[src/rtl/note_pkg.sv]
// note_pkg: shared coordinate type, geometry constants and helpers for the
// falling-note scheduler (note_lane, note_scheduler).
package note_pkg;

    typedef logic signed [12:0] coord_t;

    localparam int COORD_W        = 13;
    localparam int LANES          = 4;
    localparam int SLOTS_PER_LANE = 4;
    localparam int NUM_SLOTS      = LANES * SLOTS_PER_LANE;
    localparam int LANE_BITS      = SLOTS_PER_LANE * COORD_W;

    localparam coord_t BOX_H    = 13'sd40;
    localparam coord_t SPAWN_Y  = -13'sd40;
    localparam coord_t HIT_Y    = 13'sd450;
    localparam coord_t HIT_WIN  = 13'sd20;
    localparam coord_t BOTTOM_Y = 13'sd480;
    localparam coord_t STEP     = 13'sd1;

    // Bound value for an empty slot: top == bottom, so nothing is drawn.
    localparam coord_t EMPTY_Y  = -BOX_H;

    // Box-top value whose centre sits exactly on the hit line.
    localparam coord_t CENTRED_TOP = HIT_Y - (BOX_H >>> 1);

    // |top + BOX_H/2 - HIT_Y| <= HIT_WIN, rewritten as a range on the box top.
    function automatic logic in_hit_window(input coord_t top);
        return (top >= CENTRED_TOP - HIT_WIN) && (top <= CENTRED_TOP + HIT_WIN);
    endfunction

endpackage

[src/rtl/note_lane.sv]
// note_lane: the slot bank of one lane -- allocation, movement, retirement,
// hit selection and key-edge detection. Hit/miss events leave as
// combinational strobes; the top level registers them.
// Optional macro NOTE_SCHED_AUTOPLAY_EN: presses come from an internal
// detector that fires when a note's centre lands exactly on the hit line.
module note_lane
    import note_pkg::*;
(
    input  logic                      clk,
    input  logic                      reset,
    input  logic                      i_tick,
    input  logic                      i_spawn_req,
    output logic                      o_spawn_ack,
    input  logic                      i_key,
    output logic [LANE_BITS-1:0]      o_up_bound,
    output logic [LANE_BITS-1:0]      o_low_bound,
    output logic [SLOTS_PER_LANE-1:0] o_valid,
    output logic                      o_hit,
    output logic                      o_miss
);

    logic [SLOTS_PER_LANE-1:0] r_valid;
    coord_t                    r_up  [SLOTS_PER_LANE];
    coord_t                    r_low [SLOTS_PER_LANE];

    logic                      w_press;
    logic                      w_hit;
    logic                      w_free_any;
    logic                      w_cand_any;
    coord_t                    w_best_y;
    logic [SLOTS_PER_LANE-1:0] w_alloc_oh;
    logic [SLOTS_PER_LANE-1:0] w_win_oh;
    logic [SLOTS_PER_LANE-1:0] w_valid_n;
    logic [SLOTS_PER_LANE-1:0] w_retire;
    coord_t                    w_y_n [SLOTS_PER_LANE];

`ifdef NOTE_SCHED_AUTOPLAY_EN
    logic r_auto;
    logic w_auto_n;
    assign w_press = r_auto;
`else
    logic r_key_q;
    assign w_press = i_key & ~r_key_q;
`endif

    // Lowest-index free slot, judged on registered occupancy only.
    always_comb begin
        // NOTE: every output of a combinational block gets a default first;
        // a path that leaves one unassigned would infer a latch.
        w_alloc_oh = '0;
        w_free_any = 1'b0;
        for (int i = 0; i < SLOTS_PER_LANE; i++) begin
            if (!r_valid[i] && !w_free_any) begin
                w_alloc_oh[i] = 1'b1;
                w_free_any    = 1'b1;
            end
        end
    end

    assign o_spawn_ack = i_spawn_req & w_free_any;

    // Hit candidate: deepest box in the window; strict '>' keeps the lower index on ties.
    always_comb begin
        w_win_oh   = '0;
        w_cand_any = 1'b0;
        w_best_y   = '0;
        for (int i = 0; i < SLOTS_PER_LANE; i++) begin
            // NOTE: blocking '=' here so each iteration sees the running best;
            // flops elsewhere use '<=' so all state updates on the same edge.
            if (r_valid[i] && in_hit_window(r_up[i]) &&
                (!w_cand_any || r_up[i] > w_best_y)) begin
                w_win_oh    = '0;
                w_win_oh[i] = 1'b1;
                w_cand_any  = 1'b1;
                w_best_y    = r_up[i];
            end
        end
    end

    assign w_hit  = w_press & w_cand_any;
    assign o_hit  = w_hit;
    assign o_miss = (|w_retire) | (w_press & ~w_cand_any);

    // Next slot state: hit removes, tick advances/retires, spawn fills a free slot.
    always_comb begin
        w_valid_n = r_valid;
        w_retire  = '0;
        for (int i = 0; i < SLOTS_PER_LANE; i++) begin
            w_y_n[i] = r_up[i];
        end
        for (int i = 0; i < SLOTS_PER_LANE; i++) begin
            if (w_hit && w_win_oh[i]) begin
                w_valid_n[i] = 1'b0;
            end else if (r_valid[i] && i_tick) begin
                w_y_n[i] = r_up[i] + STEP;
                if (w_y_n[i] >= BOTTOM_Y) begin
                    w_valid_n[i] = 1'b0;
                    w_retire[i]  = 1'b1;
                end
            end
            if (o_spawn_ack && w_alloc_oh[i]) begin
                w_valid_n[i] = 1'b1;
                w_y_n[i]     = SPAWN_Y;
            end
        end
    end

    // Slot registers; the top bound doubles as the stored y position.
    always_ff @(posedge clk or negedge reset) begin
        if (!reset) begin
            r_valid <= '0;
            // NOTE: this small bank drives display outputs directly, so every
            // entry is reset; a large RAM-style store would not be.
            for (int i = 0; i < SLOTS_PER_LANE; i++) begin
                r_up[i]  <= EMPTY_Y;
                r_low[i] <= EMPTY_Y;
            end
        end else begin
            r_valid <= w_valid_n;
            for (int i = 0; i < SLOTS_PER_LANE; i++) begin
                if (w_valid_n[i]) begin
                    r_up[i]  <= w_y_n[i];
                    r_low[i] <= w_y_n[i] + BOX_H;
                end else begin
                    r_up[i]  <= EMPTY_Y;
                    r_low[i] <= EMPTY_Y;
                end
            end
        end
    end

`ifdef NOTE_SCHED_AUTOPLAY_EN
    // Autoplay press: some slot that moved this tick now has its centre on the hit line.
    always_comb begin
        w_auto_n = 1'b0;
        for (int i = 0; i < SLOTS_PER_LANE; i++) begin
            if (i_tick && r_valid[i] && w_valid_n[i] && (w_y_n[i] == CENTRED_TOP)) begin
                w_auto_n = 1'b1;
            end
        end
    end

    // Autoplay press register, judged on the following cycle.
    always_ff @(posedge clk or negedge reset) begin
        if (!reset) r_auto <= 1'b0;
        else        r_auto <= w_auto_n;
    end
`else
    // Previous key level for rising-edge detection.
    always_ff @(posedge clk or negedge reset) begin
        if (!reset) r_key_q <= 1'b0;
        else        r_key_q <= i_key;
    end
`endif

    for (genvar gi = 0; gi < SLOTS_PER_LANE; gi++) begin : g_flat
        assign o_up_bound [gi*COORD_W +: COORD_W] = r_up[gi];
        assign o_low_bound[gi*COORD_W +: COORD_W] = r_low[gi];
    end

    assign o_valid = r_valid;

endmodule

[src/rtl/note_scheduler.sv]
// note_scheduler: falling-note sequencer for the rhythm-game display.
// One note_lane per key; this level registers the hit/miss pulses and
// keeps the saturating score and combo for the HUD.
// Optional macro NOTE_SCHED_AUTOPLAY_EN (handled inside note_lane): the key
// input is ignored and presses are generated at the hit line.
module note_scheduler
    import note_pkg::*;
(
    input  logic                           clk,
    input  logic                           reset,
    input  logic                           tick,
    input  logic [LANES-1:0]               spawn_req,
    output logic [LANES-1:0]               spawn_ack,
    input  logic [LANES-1:0]               key,
    output logic [NUM_SLOTS*COORD_W-1:0]   upBound,
    output logic [NUM_SLOTS*COORD_W-1:0]   lowBound,
    output logic [NUM_SLOTS-1:0]           slot_valid,
    output logic [LANES-1:0]               hit_pulse,
    output logic [LANES-1:0]               miss_pulse,
    output logic [15:0]                    score,
    output logic [7:0]                     combo
);

    localparam int CNT_W = $clog2(LANES + 1);

    logic [LANES-1:0] w_hit;
    logic [LANES-1:0] w_miss;
    logic [CNT_W-1:0] w_hit_cnt;
    logic [16:0]      w_score_sum;
    logic [8:0]       w_combo_sum;

    logic [LANES-1:0] r_hit;
    logic [LANES-1:0] r_miss;
    logic [15:0]      r_score;
    logic [7:0]       r_combo;

    for (genvar l = 0; l < LANES; l++) begin : g_lane
        note_lane u_lane (
            .clk         (clk),
            .reset       (reset),
            .i_tick      (tick),
            .i_spawn_req (spawn_req[l]),
            .o_spawn_ack (spawn_ack[l]),
            .i_key       (key[l]),
            .o_up_bound  (upBound [l*LANE_BITS +: LANE_BITS]),
            .o_low_bound (lowBound[l*LANE_BITS +: LANE_BITS]),
            .o_valid     (slot_valid[l*SLOTS_PER_LANE +: SLOTS_PER_LANE]),
            .o_hit       (w_hit[l]),
            .o_miss      (w_miss[l])
        );
    end

    // Popcount of lanes hit this cycle and the unsaturated new totals.
    always_comb begin
        w_hit_cnt = '0;
        for (int l = 0; l < LANES; l++) begin
            w_hit_cnt = w_hit_cnt + CNT_W'(w_hit[l]);
        end
        w_score_sum = {1'b0, r_score} + 17'(w_hit_cnt);
        w_combo_sum = {1'b0, r_combo} + 9'(w_hit_cnt);
    end

    // Registered pulses, saturating score, combo cleared by any miss.
    always_ff @(posedge clk or negedge reset) begin
        if (!reset) begin
            r_hit   <= '0;
            r_miss  <= '0;
            r_score <= '0;
            r_combo <= '0;
        end else begin
            r_hit   <= w_hit;
            r_miss  <= w_miss;
            r_score <= w_score_sum[16] ? 16'hFFFF : w_score_sum[15:0];
            if (|w_miss)             r_combo <= '0;
            else if (w_combo_sum[8]) r_combo <= 8'hFF;
            else                     r_combo <= w_combo_sum[7:0];
        end
    end

    assign hit_pulse  = r_hit;
    assign miss_pulse = r_miss;
    assign score      = r_score;
    assign combo      = r_combo;

endmodule

[config.mk]
export PLATFORM = sky130hd
export DESIGN_NAME = note_scheduler
export DESIGN_NICKNAME = d
export VERILOG_FILES = /design/src/rtl/note_pkg.sv /design/src/rtl/note_lane.sv /design/src/rtl/note_scheduler.sv
export SDC_FILE = /design/constraint.sdc
export NUM_CORES = 1
export LEC_CHECK = 0
export ABC_AREA = 1
export CAP_MARGIN = 30
export CORE_ASPECT_RATIO = 0.75
export CORE_MARGIN = 2
export CORE_UTILIZATION = 50
export CTS_CLUSTER_DIAMETER = 120
export DETAILED_ROUTE_END_ITERATION = 10
export PLACE_DENSITY = 0.71
export SLEW_MARGIN = 10
export SYNTH_ARGS = -nofsm -noshare
export SYNTH_HDL_FRONTEND = slang
export SYNTH_HIERARCHICAL = 1
export SYNTH_SLANG_ARGS = --single-unit
[constraint.sdc]
create_clock -name clk -period 9 [get_ports clk]
set_input_delay 1.35 -clock clk [delete_from_list [all_inputs] [get_ports clk]]
set_output_delay 1.35 -clock clk [all_outputs]
set_load 0.05 [all_outputs]
==> summary.md <==
| Metric | Value |
|---|---|
| Non-Filler Instances | `6252` |
| Worst Hold Class | `reg2reg` |
| Critical Path End Type | `flip-flop` |
| #FFs+latches synth | `420` |
| Crit-path slowest cell | `dfstp_2` |
| Peak Freq | `120.4 MHz` |
| Post-synthesis sequential area ratio | `31.48%` |
| WP data arrival | `8790 ps` |
| Syn Std Cell Area | `34530 um2` |
| Worst vdd ir | `0.2913 mV` |
| Via/cell ratio | `5.439` |
| Hold Vio Cnt, Final | `0` |
| Clk pwr share | `13.3%` |
| First drt pass iteration count | `6` |
| Logic pwr share | `60.7%` |
| Number of diodes | `0` |
| Maximum buffer depth of the clock tree | `3` |
| Dpl hpwl | `83990 um` |
| Post-DP Area | `39750 um2` |
| Die area | `71200 um2` |
| Status | `finished, final reports clean` |
| Final Max Slew Viols | `0` |
| Worst-margin pin slew | `1017 ps` |
| Die Y-Extent | `231.6 um` |
| Pwr Density | `363.8 nW/um2` |
| Core Region | `68440 um2` |
| Crit share post-route | `92.27%` |
| CTS sink count | `420` |
| CTS Root Cell | `clkbuf_16` |
| Net Sw Power | `8.145 mW` |
| Hold_buf cts | `0` |
| Worst Path Required | `9480 ps` |
| Minimum clock period | `8304 ps` |
| Register-to-register setup slack | `700 ps` |
| Gate count after technology mapping | `4885` |
| Global-route wire length before repair | `170700 um` |
| DRC | `0` |
| Iter 0 DRT Violations | `3015` |
| Sw Share | `54.15%` |
| Setup repair after global routing missed its margin | `no` |
| Share of cells above drive strength 1 | `14.81%` |
| Most frequent CP cell | `nand2_1` |
| Worst path buffer plus inverter count | `6` |
| Commonest non-fill, non-tap cells in the layout | `nand2_1 (1312), inv_1 (628), nand3_1 (501)` |
| Fin area | `41350 um2` |
| FFs w/ async S/R, synth | `100.0%` |
| Largest net degree at the start of global routing | `168` |
| Final GP Congestion | `0.9690` |
| Die Width | `307.4 um` |
| Internal Power | `6.898 mW` |
| Worst-path fanout max | `13` |
| Syn_area_per_cell | `7.068 um2` |
| Worst Slack Setup Final | `695.6 ps` |
| FP Rows | `83` |
| Routed Antenna Nets | `0` |
| Vias in the first global route | `30919` |
| Leakage | `20.29 nW` |
| Warnings, synthesis | `6` |
| Startpoint Class | `flip-flop` |
| Setup TNS | `0 ps` |
| GRT overflow | `0` |
| Initial core utilization | `50.45%` |
| Number of H-tree levels | `2` |
| Total Power | `15.04 mW` |
| Final core utilization | `60.42%` |
| Tot GR Track Use | `29.76%` |
| Num CTS Buffers | `47` |
| Worst-skew pair later-pin latency | `620 ps` |
| Headroom to the max-slew limit | `32.19%` |
| Initial antenna violation count | `0` |
| Num ports | `479` |
| CP peak stage delay | `600 ps` |
| Final Skew | `31.34 ps` |
| Postcts setup bufs | `0` |
| CTS tree | `built` |
| Per-cell routed wire length | `17.29 um` |
| Max-cap viol count | `0` |
| Number of synthesized flops with an enable pin | `0` |
| Primary FF master, synth | `dfstp_2` |
| Dpl ws | `943.6 ps` |
| Layout Area Growth over Synthesis | `19.75%` |
| Final setup vio count | `0` |
| WS Path Type | `reg2reg` |
| Hold_ws | `538.9 ps` |
| Count of cell types in the netlist | `66` |
| Worst-path clk slew | `60 ps` |
| Sequential Power Share | `26.0%` |
| Routed vias | `34002` |
| Top Family by Delay on Critical Path | `simple AND/OR/NAND/NOR gates` |
| Placed Cells | `6164` |
| Detailed Route WL | `108100 um` |
| I/O Buffers | `478` |
| Fill cells | `6512` |
| Layout Nets | `5546` |
| Commonest non-fill, non-tap cell in the layout | `nand2_1` |
## power groups by stage
stage	sequential (mW)	combinational [mW]	clock (mW)
after CTS	3.89	9.10	2.05
final	3.91	9.13	2.00
after global placement	3.91	8.97	0
after floorplan	5.76	4.53	0
after global routing	4.00	9.93	2.13
after detailed placement	3.91	9.05	0
## routing by layer
layer  GRT usage (%)  routed length, um  up-vias
met5               0                  0        -
met4           6.860               2356        0
met3           6.840               9636      132
met2           43.50              45480     1307
met1           44.24              50600    15859
li1                -                  -    16704
## sequential cells by signal, indices dropped and copies added, names as in the netlist
signal	cells
g_lane.u_lane/o_low_bound	208
combo	8
score	16
g_lane.u_lane/o_up_bound	160
hit_pulse	4
g_lane.u_lane/o_valid	16
miss_pulse	4
g_lane.u_lane/r_key_q	4
## worst register-to-register path: cells and delay by family (launching register included)
kind,cells,cell delay [ps]
buffers and inverters,6,870
and+or+nand+nor,34,3790
AOI/OAI and AO/OA,6,1960
adders and majority gates,3,930
DFF,1,600
## cell families after synthesis
logic type      after synthesis  share of synthesized area (%)
buf+inv                     859                          10.42
xor+xnor                    146                          3.703
mux                           3                        0.08697
simple gates               2752                          38.27
compound gates              487                          8.168
fa+ha+maj                   214                          7.820
flops                       420                          31.48
other cells                   4                        0.04347
## synth_stat cells, types with 70 or more instances
master	count	area share (%)
nand2_2	99	1.8
nor3_1	92	1.3
dfrtp_1	132	9.6
nand3_1	501	7.3
inv_1	628	6.8
nand4_1	153	2.8
nand2_1	1312	14
o21ai_0	199	2.9
dfstp_2	288	22
xor2_1	141	3.6
ha_1	211	7.6
buf_4	70	1.5
a21oi_1	169	2.4
inv_2	82	0.89
nor2_1	331	3.6
## cell type report
class,count,area (um2),share of cell area [%]
multi-input cells,3650,20220,48.91
well taps,892,1116,2.699
clock buffers,75,1466,3.547
flip-flops and latches,420,10870,26.29
clock inverters,13,130.1,0.3147
repair buffers,484,4842,11.71
inverters,718,2698,6.524
## worst paths after layout
check / start / to / depth (start not counted)
max reg2reg: g_lane[1].u_lane/o_up_bound[8] / combo[7] / 49
min reg2reg: score[9] / score[9] / 2
min in group asynchronous: reset / g_lane[0].u_lane/o_up_bound[18] / 1
max: g_lane[1].u_lane/o_up_bound[8] / combo[7] / 49
max in group asynchronous: reset / g_lane[2].u_lane/o_low_bound[1] / 2
min: score[9] / score[9] / 2
## what timing repair did
action,4_1_cts,5_1_grt
resized for setup,0,1
setup endpoints to repair,0,1
hold endpoints to repair,0,0
Power figures use the tool's default switching activity.
